$ cat config.mk
export PLATFORM = sky130hd
export DESIGN_NAME = i2c_master_lite
export DESIGN_NICKNAME = d
export VERILOG_FILES = /design/src/rtl/i2c_master_lite.sv
export SDC_FILE = /design/constraint.sdc
export NUM_CORES = 1
export LEC_CHECK = 0
export BUFFER_PORTS_ARGS = -buffer_cell sky130_fd_sc_hd__clkbuf_2
export CORE_ASPECT_RATIO = 0.7
export CORE_MARGIN = 1
export CORE_UTILIZATION = 50
export DETAILED_ROUTE_END_ITERATION = 10
export GPL_TIMING_DRIVEN = 0
export PLACE_DENSITY = 0.71
export SYNTH_ARGS = -nofsm -noshare
export SYNTH_HDL_FRONTEND = slang
export SYNTH_SLANG_ARGS = --single-unit
export TNS_END_PERCENT = 50
$ cat constraint.sdc
create_clock -name clk -period 2.3 [get_ports clk]
set_input_delay 0.115 -clock clk [delete_from_list [all_inputs] [get_ports clk]]
set_output_delay 0.115 -clock clk [all_outputs]
set_load 0.005 [all_outputs]
$ cat src/rtl/i2c_master_lite.sv
// ============================================================================
// i2c_master_lite
// ----------------------------------------------------------------------------
// Byte-level I2C master for a MAC-EEPROM-style sink: START, address byte,
// register byte (writes only), up to two data bytes, STOP. It drives the
// SCL/SDA open-drain IOBUF pins directly.
//
// Parameters:
//   QTR        clk cycles per quarter SCL period (>= 2)
//
// Ports:
//   clk, rst                 system clock, synchronous active-high reset
//   start                    command strobe, sampled only while busy=0
//   dev_addr[6:0], rw        target address and direction (1 = read)
//   mem_addr[7:0]            register byte, written on writes only
//   wr_data[15:0]            write bytes, [15:8] first
//   nbytes[1:0]              data bytes 0..2 (3 clamps to 2)
//   rd_data[15:0]            read result (1 byte: {00,b0}; 2 bytes: {b0,b1})
//   busy, done, ack_err      status; done is a one-cycle pulse
//   scl_i, sda_i             pad input levels
//   scl_o, sda_o             tied low (open-drain)
//   scl_t, sda_t             1 = release, 0 = drive low (registered)
//   dbg_state[2:0]           current FSM state, for observation only
//
// Command handshake: start is honoured only in a cycle where busy=0; the
// command inputs are captured in that cycle, busy rises on the next cycle
// and stays high until the cycle in which done pulses (busy=0, done=1 in
// the same cycle). A start seen while busy=1 is dropped, never queued.
//
// Optional feature: define I2C_MASTER_STRETCH_EN to let a slave stretch
// SCL; the quarter counter then stalls while SCL is released but still
// reads low. Without it scl_i is ignored and timing is fixed.
// ============================================================================
module i2c_master_lite #(
    parameter int QTR = 250
) (
    input  logic        clk,
    input  logic        rst,
    input  logic        start,
    input  logic [6:0]  dev_addr,
    input  logic        rw,
    input  logic [7:0]  mem_addr,
    input  logic [15:0] wr_data,
    input  logic [1:0]  nbytes,
    output logic [15:0] rd_data,
    output logic        busy,
    output logic        done,
    output logic        ack_err,
    input  logic        scl_i,
    input  logic        sda_i,
    output logic        scl_o,
    output logic        sda_o,
    output logic        scl_t,
    output logic        sda_t,
    output logic [2:0]  dbg_state
);

    localparam logic [2:0] S_IDLE   = 3'd0;
    localparam logic [2:0] S_START  = 3'd1;
    localparam logic [2:0] S_BIT    = 3'd2;
    localparam logic [2:0] S_ACK_RX = 3'd3;
    localparam logic [2:0] S_ACK_TX = 3'd4;
    localparam logic [2:0] S_STOP   = 3'd5;

    localparam int CW = $clog2(2 * QTR);
    localparam logic [CW-1:0] Q_END   = CW'(QTR - 1);
    localparam logic [CW-1:0] TWO_END = CW'(2 * QTR - 1);

    logic [2:0]    r_state;
    logic [CW-1:0] r_cnt;
    logic [1:0]    r_phase;
    logic [2:0]    r_bit;
    logic [1:0]    r_byte_idx;
    logic [1:0]    r_last_idx;
    logic          r_rw;
    logic [6:0]    r_dev;
    logic [7:0]    r_mem;
    logic [15:0]   r_wr;
    logic [7:0]    r_shift;
    logic [7:0]    r_rx;
    logic          r_ack;
    logic [15:0]   r_rd;
    logic          r_busy;
    logic          r_done;
    logic          r_ack_err;
    logic          r_scl_t;
    logic          r_sda_t;

    logic [1:0]    w_nd;
    logic [1:0]    w_last;
    logic [1:0]    w_nxt_idx;
    logic [7:0]    w_nxt_byte;
    logic          w_is_tx;
    logic          w_is_last;
    logic          w_hold;
    logic          w_q_end;
    logic          w_bitlike;

    // Data-byte count and index of the final wire byte for the command
    // being accepted (read with zero bytes still reads one).
    always_comb begin
        w_nd = (nbytes == 2'd3) ? 2'd2 : nbytes;
        if (rw && (w_nd == 2'd0)) begin
            w_nd = 2'd1;
        end
        w_last = rw ? w_nd : (w_nd + 2'd1);
    end

    // Byte that follows the current one. Received bytes load all-ones so
    // SDA stays released while the slave drives.
    always_comb begin
        w_nxt_idx  = r_byte_idx + 2'd1;
        w_nxt_byte = 8'hFF;
        if (!r_rw) begin
            case (w_nxt_idx)
                2'd1:    w_nxt_byte = r_mem;
                2'd2:    w_nxt_byte = r_wr[15:8];
                2'd3:    w_nxt_byte = r_wr[7:0];
                default: w_nxt_byte = 8'hFF;
            endcase
        end
    end

    assign w_is_tx   = !r_rw || (r_byte_idx == 2'd0);
    assign w_is_last = (r_byte_idx == r_last_idx);
    assign w_bitlike = (r_state == S_BIT) || (r_state == S_ACK_RX) ||
                       (r_state == S_ACK_TX);

`ifdef I2C_MASTER_STRETCH_EN
    // Stall while SCL is released but a slave still holds it low.
    assign w_hold = r_scl_t && !scl_i &&
                    ((w_bitlike && r_phase[1]) ||
                     ((r_state == S_STOP) && (r_phase == 2'd1)));
`else
    logic w_unused_scl;
    assign w_unused_scl = scl_i;
    assign w_hold       = 1'b0;
`endif

    assign w_q_end = (r_cnt == Q_END) && !w_hold;

    always_ff @(posedge clk) begin
        if (rst) begin
            r_state    <= S_IDLE;
            r_cnt      <= '0;
            r_phase    <= 2'd0;
            r_bit      <= 3'd0;
            r_byte_idx <= 2'd0;
            r_last_idx <= 2'd0;
            r_rw       <= 1'b0;
            r_dev      <= 7'd0;
            r_mem      <= 8'd0;
            r_wr       <= 16'd0;
            r_shift    <= 8'hFF;
            r_rx       <= 8'd0;
            r_ack      <= 1'b0;
            r_rd       <= 16'd0;
            r_busy     <= 1'b0;
            r_done     <= 1'b0;
            r_ack_err  <= 1'b0;
            r_scl_t    <= 1'b1;
            r_sda_t    <= 1'b1;
        end else begin
            r_done <= 1'b0;
            case (r_state)
                S_IDLE: begin
                    if (start) begin
                        r_rw       <= rw;
                        r_dev      <= dev_addr;
                        r_mem      <= mem_addr;
                        r_wr       <= wr_data;
                        r_last_idx <= w_last;
                        r_rd       <= 16'd0;
                        r_ack_err  <= 1'b0;
                        r_busy     <= 1'b1;
                        r_cnt      <= '0;
                        r_sda_t    <= 1'b0;
                        r_state    <= S_START;
                    end
                end

                S_START: begin
                    if (r_cnt == TWO_END) begin
                        r_cnt      <= '0;
                        r_phase    <= 2'd0;
                        r_bit      <= 3'd0;
                        r_byte_idx <= 2'd0;
                        r_shift    <= {r_dev, r_rw};
                        r_sda_t    <= r_dev[6];
                        r_scl_t    <= 1'b0;
                        r_state    <= S_BIT;
                    end else begin
                        r_cnt <= r_cnt + 1'b1;
                    end
                end

                S_BIT, S_ACK_RX, S_ACK_TX: begin
                    if (!w_q_end) begin
                        if (!w_hold) begin
                            r_cnt <= r_cnt + 1'b1;
                        end
                    end else begin
                        r_cnt   <= '0;
                        r_phase <= r_phase + 2'd1;
                        case (r_phase)
                            2'd1: r_scl_t <= 1'b1;
                            2'd2: begin
                                r_ack <= sda_i;
                                if (r_state == S_BIT) begin
                                    r_rx <= {r_rx[6:0], sda_i};
                                end
                            end
                            2'd3: begin
                                // End of q3 is the entry of the next q0:
                                // SCL falls and SDA takes its next value.
                                r_scl_t <= 1'b0;
                                if (r_state == S_BIT) begin
                                    if (r_bit == 3'd7) begin
                                        r_bit <= 3'd0;
                                        if (w_is_tx) begin
                                            r_sda_t <= 1'b1;
                                            r_state <= S_ACK_RX;
                                        end else begin
                                            // ACK every received byte but the last.
                                            r_sda_t <= w_is_last;
                                            r_state <= S_ACK_TX;
                                            if (r_byte_idx == 2'd1) begin
                                                r_rd <= {8'h00, r_rx};
                                            end else begin
                                                r_rd <= {r_rd[7:0], r_rx};
                                            end
                                        end
                                    end else begin
                                        r_bit   <= r_bit + 3'd1;
                                        r_sda_t <= r_shift[6];
                                        r_shift <= {r_shift[6:0], 1'b1};
                                    end
                                end else if (((r_state == S_ACK_RX) && r_ack) || w_is_last) begin
                                    if ((r_state == S_ACK_RX) && r_ack) begin
                                        r_ack_err <= 1'b1;
                                    end
                                    r_sda_t <= 1'b0;
                                    r_state <= S_STOP;
                                end else begin
                                    r_byte_idx <= w_nxt_idx;
                                    r_shift    <= w_nxt_byte;
                                    r_sda_t    <= w_nxt_byte[7];
                                    r_state    <= S_BIT;
                                end
                            end
                            default: ;
                        endcase
                    end
                end

                S_STOP: begin
                    if (!w_q_end) begin
                        if (!w_hold) begin
                            r_cnt <= r_cnt + 1'b1;
                        end
                    end else begin
                        r_cnt   <= '0;
                        r_phase <= r_phase + 2'd1;
                        case (r_phase)
                            2'd0: r_scl_t <= 1'b1;
                            2'd1: r_sda_t <= 1'b1;
                            default: begin
                                r_phase <= 2'd0;
                                r_busy  <= 1'b0;
                                r_done  <= 1'b1;
                                r_state <= S_IDLE;
                            end
                        endcase
                    end
                end

                default: r_state <= S_IDLE;
            endcase
        end
    end

    assign rd_data   = r_rd;
    assign busy      = r_busy;
    assign done      = r_done;
    assign ack_err   = r_ack_err;
    assign scl_o     = 1'b0;
    assign sda_o     = 1'b0;
    assign scl_t     = r_scl_t;
    assign sda_t     = r_sda_t;
    assign dbg_state = r_state;

endmodule

==> results of run 1 <==
[cell usage in the layout (no fill, tap or decap), drive strengths merged, types with 15 or more instances in the layout]
cell / count
a21oi: 56
mux2i: 18
o21ai: 17
nor3: 17
nand2: 83
a211oi: 17
nor2: 51
dlygate4sd3: 28
clkbuf: 83
dfxtp: 90
buf: 20
ha: 15
[metrics by stage]
stage	setup TNS [ns]	instances
3_5_place_dp	-0.0220	691
2_1_floorplan	0	511
3_3_place_gp	0	691
6_report	0	735
4_1_cts	0	736
5_1_grt	0	735
[per-layer routing]
layer / track usage (%) / up-vias / share of wire (%)
li1: - / 1998 / -
met1: 35.0 / 1919 / 47
met2: 42.0 / 152 / 46
met3: 5.51 / 21 / 5.4
met4: 9.35 / 0 / 1.7
met5: 0 / - / 0
[worst min-delay path by stage]
stage	endpoint	start	slack [ns]	cells after the start
5_1_grt	r_mem[3]	mem_addr[3]	0.005	3
2_1_floorplan	r_dev[0]	dev_addr[0]	0.25	2
4_1_cts	r_mem[6]	mem_addr[6]	0.003	3
3_3_place_gp	r_wr[8]	wr_data[8]	0.34	3
6_report	r_mem[6]	mem_addr[6]	0.008	3
3_5_place_dp	r_wr[8]	wr_data[8]	0.35	3
[flip-flops by register name, summed over array words and instances, names as in the netlist]
name / cells
r_wr: 16
rd_data: 16
r_cnt: 9
r_mem: 8
r_rx: 8
r_dev: 7
r_shift: 7
dbg_state: 3
r_bit: 3
r_byte_idx: 2
r_last_idx: 2
r_phase: 2
ack_err: 1
busy: 1
done: 1
r_ack: 1
r_rw: 1
scl_t: 1
sda_t: 1
[worst min-delay path, cell delays in order]
cell and delay (ns):
clkbuf_2 0.08, nand2_1 0.05, a21oi_1 0.06
[logic make-up (layout without fill, tap and decap cells)]
kind of cell | Yosys count | after routing | share of synthesized area [%]
simple gates | 197 | 197 | 22.3
compound gates | 132 | 132 | 20.4
flops | 90 | 90 | 40.8
buf+inv | 43 | 147 | 5.10
mux | 19 | 19 | 4.42
fa+ha+maj | 15 | 15 | 4.25
xor+xnor | 13 | 13 | 2.58
other cells | 1 | 2 | 0.0850
[where the power goes]
part	leakage [nW]	internal, mW	switching, mW
clock network	0.145	0.871	0.628
logic	1.32	0.749	1.25
registers	0.732	1.71	0.0991
total	2.20	3.33	1.97
[area by class of cell]
cell class	instances	area share (%)
Multi-Input combinational cell	378	43.8
Sequential cell	90	33.1
Timing Repair Buffer	89	10.8
Clock buffer	10	4.38
Buffer	32	3.37
Tap cell	120	2.75
Clock inverter	6	1.17
Inverter	10	0.688
[what timing repair did]
| item | CTS | global route |
|---|---|---|
| setup buffers | 1 | 0 |
| hold buffers | 28 | 0 |
| endpoints found under the setup margin | 5 | 7 |
| endpoints found under the hold margin | 28 | 0 |
| pin swaps | 1 | 1 |
| resized for setup | 0 | 1 |
==> impl_metrics.ini, run 1 <==
[layout]
num-fill-cells = 745
fin_area_um2 = 5460
seqCellArea_um2 = 1800
num_antenna_cells = 0
multi_input_area_um2 = 2390
num-nets-final = 664
post-route-util_pct = 64.1
layout-drive-gt1-share_pct = 18.9
syn2layout_area_growth_pct = 23.6

[synth]
ys_types = 70
synth_edf_count = 0
syn_area_um2 = 4410
synth.most_common_cell = dfxtp_1
yosysTopAreaCell = dfxtp_1
ys_top_cells_by_count = dfxtp_1, nand2_1, a21oi_1
ys_async_sr_fraction_pct = 0
yosysSeqAreaShare_pct = 40.8
ys_ff_latch = 90
synthFlopType = dfxtp_1
yosysTopAreaCellShare_pct = 40.8
ys_warn_count = 0
avgSynthCellArea_um2 = 8.65
synth_area_leaders = dfxtp_1, nand2_1, a21oi_1
synthCells = 510

[worst_setup_path]
rr_worst_depth = 7
critical_path_class = reg2reg
cpMaxStageDelayCell = a222oi_1
critPathLaunchType = flip-flop
crit_end = sda_t
r2r-end = sda_t
path_cells = inv_1, ha_1, buf_1, a222oi_1, a32oi_1, a211oi_1, mux2i_1
critical_path_arrival_ns = 2.44
max_stage_delay_ns = 0.50
crit_fanout = 8
crit_family = compound AO/OA/AOI/OAI gates
cp-startpoint = r_byte_idx[1]
setup.worst_path.end_class = flip-flop
r2r_slack_ns = 0.08
cp_num_cells = 7
cp_num_buf_inv = 2
critical_path_required_ns = 2.52
reg2reg_from = r_byte_idx[1]

[power]
ir_drop_v = 0.000673
total_power_mw = 5.31
power_leakage_nw = 2.20
p_per_area_nw_per_um2 = 973

[sta]
hold_slack_ns = 0.00750
slew_violations = 0
max_slew_margin_pct = 44.6
tightest_slew_ns = 0.824
fin_crit_sh_pct = 96.4
max_freq_mhz = 451
fin_ws_ns = 0.0828
finalSetupViolations = 0
fin_worst_skew_ns = 0.00454
hold_viol_final = 0
fin_crit_ns = 2.22
rsz0062_at_grt = no

[clock_tree]
clock-root-buffer = clkbuf_16
clock-sinks = 90
cts_buffers = 9
htreeDepth = 3
clock_latency_ns = 0.35
cts_tree = yes
clockBufferDepth = 2
clk_pin_slew_ns = 0.07

[die]
die-area_um2 = 9210
start_util_pct = 51.8
die_y_um = 80.6
num_rows = 28
ios = 65
core_um2 = 8510
die_width_um = 114

[worst_hold_path]
hp-class = in2reg

[route]
wire_per_inst_um = 15.6
ant_nets = 0
dr.first_iter.drc_count = 289
firstDrtPassIters = 6
wirelength_mm = 11.5
dr_total_vias = 4090
drc = 0
drt-vias-per-instance = 5.56

[global_route]
track_usage_pct = 26.3
grt_max_degree = 16
grt_pass1_vias = 3803
grt_pass1_wl_mm = 18.5
overflow = 0
antenna_found_initial = 0

[run_status]
outcome = completed

[placed_design]
place_congestion = 0.960
placed_cell_area_um2 = 4870
portBuffers = 60
dp_hpwl_mm = 8.29
dp_slack_ns = -0.0220

[flow_run]
max-cap-violations = 0
Note: power is estimated with default switching activity, not from simulation.
==> inputs of run 2 (changes only) <==
==> constraint.sdc (replaced) <==
create_clock -name clk -period 2.3 [get_ports clk]
set_input_delay 0.46 -clock clk [delete_from_list [all_inputs] [get_ports clk]]
set_output_delay 0.46 -clock clk [all_outputs]
set_load 0.005 [all_outputs]
==> impl_metrics.ini, run 2 (synthesis results as in run 1) <==
[run_status]
outcome = completed

[route]
dr_total_vias = 3989
drc = 0
firstDrtPassIters = 5
ant_nets = 0
dr.first_iter.drc_count = 263
wire_per_inst_um = 15.8
drt-vias-per-instance = 5.64
wirelength_mm = 11.2

[global_route]
grt_pass1_wl_mm = 18.0
overflow = 0
antenna_found_initial = 0
grt_max_degree = 16
grt_pass1_vias = 3636
track_usage_pct = 25.5

[sta]
fin_tns_setup_ns = 0
max_slew_margin_pct = 44.0
fin_ws_ns = 0.111
fin_crit_sh_pct = 95.2
rsz0062_at_grt = no
tightest_slew_ns = 0.833
hold_viol_final = 0
slew_violations = 0
fin_crit_ns = 2.19
max_freq_mhz = 457
fin_worst_skew_ns = 0.00438
finalSetupViolations = 0

[die]
die_width_um = 114
start_util_pct = 51.8
die_y_um = 80.6
ios = 65
die-area_um2 = 9210
core_um2 = 8510
num_rows = 28

[clock_tree]
clockBufferDepth = 2
clk_pin_slew_ns = 0.06
htreeDepth = 3
cts_buffers = 9
cts_tree = yes
clock_latency_ns = 0.35
clock-sinks = 90
hold_buffers = 0
clock-root-buffer = clkbuf_16

[placed_design]
placed_cell_area_um2 = 4870
dp_slack_ns = -0.0220
dp_hpwl_mm = 8.29
place_congestion = 0.960
portBuffers = 60
dp.cells = 691

[worst_setup_path]
cpMaxStageDelayCell = a222oi_1
r2r_slack_ns = 0.11
max_stage_delay_ns = 0.49
path_cells = inv_1, ha_1, buf_1, a222oi_1, a32oi_1, a211oi_1, mux2i_1
critPathLaunchType = flip-flop
crit_fanout = 8
cp_num_buf_inv = 2
setup.worst_path.end_class = flip-flop
critical_path_arrival_ns = 2.42
critical_path_class = reg2reg
critical_path_required_ns = 2.53
crit_family = compound AO/OA/AOI/OAI gates

[layout]
layout-drive-gt1-share_pct = 19.8
final_common_cell = dfxtp_1
fin_area_um2 = 5170
num_antenna_cells = 0
final_cells = 707
final_cell_mix = dfxtp_1, nand2_1, clkbuf_2, a21oi_1, nor2_1
num-nets-final = 636
num-fill-cells = 783
syn2layout_area_growth_pct = 17.3

[worst_hold_path]
hp-class = in2reg

[power]
ir_drop_v = 0.000667
p_per_area_nw_per_um2 = 1020
comb_power_share_pct = 37.1
p_clk_share_pct = 28.5
power_switching_mw = 1.97
swShare_pct = 37.3
internal-power_mw = 3.30
p_seq_share_pct = 34.4
power_leakage_nw = 2.08
total_power_mw = 5.27

[flow_run]
max-cap-violations = 0
## run 2: final timing paths
path,end,startpoint,depth (start not counted)
max reg2reg,sda_t,r_byte_idx[1],7
min,r_mem[5],mem_addr[5],3
min reg2reg,r_mem[3],r_mem[3],2
max,sda_t,r_byte_idx[1],7
## run 2: power groups by stage
| stage | registers (mW) | logic, mW | clock network [mW] |
|---|---|---|---|
| 6_report | 1.81 | 1.95 | 1.50 |
| 5_1_grt | 1.83 | 2.15 | 1.58 |
| 4_1_cts | 1.81 | 1.94 | 1.52 |
| 3_5_place_dp | 1.85 | 1.91 | 0 |
| 3_3_place_gp | 1.84 | 1.88 | 0 |
| 2_1_floorplan | 1.83 | 1.46 | 0 |
## run 2: layer usage
layer	routed length [µm]	share of wire, %	global-route usage, %	up-vias
li1	-	-	-	1938
met1	5260	47	34.8	1883
met2	5080	46	39.7	149
met3	633	5.7	5.51	19
met4	178	1.6	8.96	0
met5	0	0	0	-
## run 2: final cells by class
type / instances / area (µm²) / area share [%]
repair buffers: 61 / 308 / 5.95
clock inverters: 6 / 63.8 / 1.23
plain buffers: 32 / 184 / 3.55
clock buffers: 10 / 239 / 4.62
multi-input cells: 378 / 2390 / 46.2
well taps: 120 / 150 / 2.90
inverters: 10 / 37.5 / 0.725
flip-flops and latches: 90 / 1800 / 34.8
## run 2: per-stage QoR
stage | utilization [%] | hold WS (ns)
6_report | 60.8 | 0.328
5_1_grt | 60.8 | 0.335
4_1_cts | 60.8 | 0.325
3_5_place_dp | 57.2 | 0.446
3_3_place_gp | 57.2 | 0.443
2_1_floorplan | - | 0.436
## run 2: repair_timing
action | in CTS | in global routing
hold endpoints to repair | 0 | 0
endpoints found under the setup margin | 5 | 7
pin swaps | 1 | 1
buffers inserted | 1 | 0
gates resized for setup | 0 | 1
## run 2: worst min-delay path: cells and delay by family
family,cells,cell delay (ns)
buf+inv,1,0.08
compound gates,1,0.05
simple gates,1,0.04
==> inputs of run 3 (changes only) <==
--- a/config.mk
+++ b/config.mk
@@ -5,6 +5,7 @@
 export SDC_FILE = /design/constraint.sdc
 export NUM_CORES = 1
 export LEC_CHECK = 0
+export ABC_AREA = 1
 export BUFFER_PORTS_ARGS = -buffer_cell sky130_fd_sc_hd__clkbuf_2
 export CORE_ASPECT_RATIO = 0.7
 export CORE_MARGIN = 1
==> impl_metrics.ini, run 3 <==
[placed_design]
place_congestion = 0.890
dp_hpwl_mm = 8.78
portBuffers = 61
dp.cells = 869
placed_cell_area_um2 = 4990
dp_slack_ns = 0.333

[global_route]
grt_max_degree = 16
track_usage_pct = 26.5
grt_pass1_wl_mm = 19.1
overflow = 0
antenna_found_initial = 0
grt_pass1_vias = 3864

[clock_tree]
clock_latency_ns = 0.35
cts_buffers = 9
cts_tree = yes
hold_buffers = 0
clock-sinks = 90
clock-root-buffer = clkbuf_16
htreeDepth = 3
clockBufferDepth = 2
postCtsResizedCells = 0
clk_pin_slew_ns = 0.07
postCtsSetupBuffers = 0

[route]
dr.first_iter.drc_count = 484
firstDrtPassIters = 5
drt-vias-per-instance = 5.08
dr_total_vias = 4492
drc = 0
wire_per_inst_um = 13.1
wirelength_mm = 11.6
ant_nets = 0

[layout]
post-route-util_pct = 61.1
seqCellArea_um2 = 1800
final_common_cell = nand2_1
num_antenna_cells = 0
fin_area_um2 = 5270
num-nets-final = 814
syn2layout_area_growth_pct = 16.3
multi_input_area_um2 = 2360
layout-drive-gt1-share_pct = 14.6
final_cell_mix = nand2_1, nor2_1, dfxtp_1, clkbuf_2, inv_1
final_cells = 885
num-fill-cells = 843

[die]
core_um2 = 8620
num_rows = 28
die_y_um = 81.6
die-area_um2 = 9450
ios = 65
die_width_um = 116
start_util_pct = 52.6

[worst_setup_path]
crit_end = rd_data[14]
critical_path_required_ns = 2.54
cp-startpoint = r_byte_idx[0]
crit_fanout = 10
r2r_slack_ns = 0.26
setup.worst_path.end_class = flip-flop
reg2reg_from = r_byte_idx[0]
critical_path_class = reg2reg
critical_path_arrival_ns = 2.28
rr_worst_depth = 11
r2r-end = rd_data[14]
critPathLaunchType = flip-flop

[sta]
tightest_slew_ns = 0.546
rsz0062_at_grt = no
max_slew_margin_pct = 63.6
finalSetupViolations = 0
fin_worst_skew_ns = 0.0111
fin_ws_ns = 0.261
max_freq_mhz = 491
hold_viol_final = 0
fin_crit_ns = 2.04
fin_crit_sh_pct = 88.6
hold_slack_ns = 0.338
slew_violations = 0
fin_tns_setup_ns = 0

[synth]
avgSynthCellArea_um2 = 6.59
ys_warn_count = 0
synth.most_common_cell = nand2_1
synthFlopType = dfxtp_1
synth_area_leaders = dfxtp_1, nand2_1, nor2_1
yosysSeqAreaShare_pct = 39.8
yosysTopAreaCellShare_pct = 39.8
ys_top_cells_by_count = nand2_1, nor2_1, dfxtp_1
ys_types = 35
synth_edf_count = 0
syn_area_um2 = 4530
yosysTopAreaCell = dfxtp_1
ys_async_sr_fraction_pct = 0
ys_ff_latch = 90
synthCells = 687

[power]
swShare_pct = 44.0
power_switching_mw = 2.93
p_clk_share_pct = 20.8
power_leakage_nw = 2.53
internal-power_mw = 3.73
comb_power_share_pct = 46.5
ir_drop_v = 0.000673
p_seq_share_pct = 32.7
p_per_area_nw_per_um2 = 1260
total_power_mw = 6.66

[worst_hold_path]
hp-class = in2reg

[run_status]
outcome = completed

[flow_run]
max-cap-violations = 0
run 3: critical path: stages, from the launching register on:
cell     delay, ns
dfxtp_1       0.46
inv_1         0.16
ha_1          0.24
nor2_1        0.18
nand2_1       0.12
nand2_1       0.10
nand2_1       0.12
nor2_4        0.24
buf_6         0.18
nand2_1       0.05
nand2_1       0.05
nor2_1        0.04
run 3: worst min path at each step:
stage / from / endpoint / cells after the start
6_report: dev_addr[6] / r_dev[6] / 3
5_1_grt: wr_data[13] / r_wr[13] / 3
4_1_cts: mem_addr[6] / r_mem[6] / 3
3_5_place_dp: ack_err / ack_err / 2
3_3_place_gp: scl_t / scl_t / 2
2_1_floorplan: r_rx[6] / r_rx[7] / 2
run 3: logic make-up (layout without fill, tap and decap cells):
logic type | count (synthesis) | in the layout | share of synthesized area [%]
adder cells (fa/ha/maj) | 15 | 15 | 4.14
buffers and inverters | 89 | 166 | 8.31
XOR/XNOR | 3 | 3 | 0.580
AO/OA/AOI/OAI | 84 | 84 | 9.56
AND/OR/NAND/NOR | 405 | 405 | 37.6
flip-flops | 90 | 90 | 39.8
other | 1 | 2 | 0.0828
run 3: layout make-up:
type | count | area share, %
sequential | 90 | 34.2
inverter | 61 | 4.34
clock inverter | 5 | 0.712
multi-input combinational | 509 | 44.7
tap | 120 | 2.85
buffer | 28 | 2.80
clock buffer | 11 | 4.61
timing repair buffer | 61 | 5.79
run 3: layer usage:
layer  track usage [%]  routed length (µm)  vias up
li1                  -                   -     2288
met1              40.6                6160     2054
met2              35.9                4500      142
met4              6.79                 104        0
met3              6.79                 839        8
met5                 0                   0        -
run 3: power groups by stage:
| stage | Clock, mW | Sequential (mW) | Combinational, mW |
|---|---|---|---|
| global placement | 0 | 2.19 | 2.96 |
| finish | 1.39 | 2.18 | 3.10 |
| CTS | 1.41 | 2.17 | 3.06 |
| floorplan | 0 | 2.15 | 2.26 |
| global route | 1.47 | 2.22 | 3.54 |
| detailed placement | 0 | 2.20 | 3.04 |
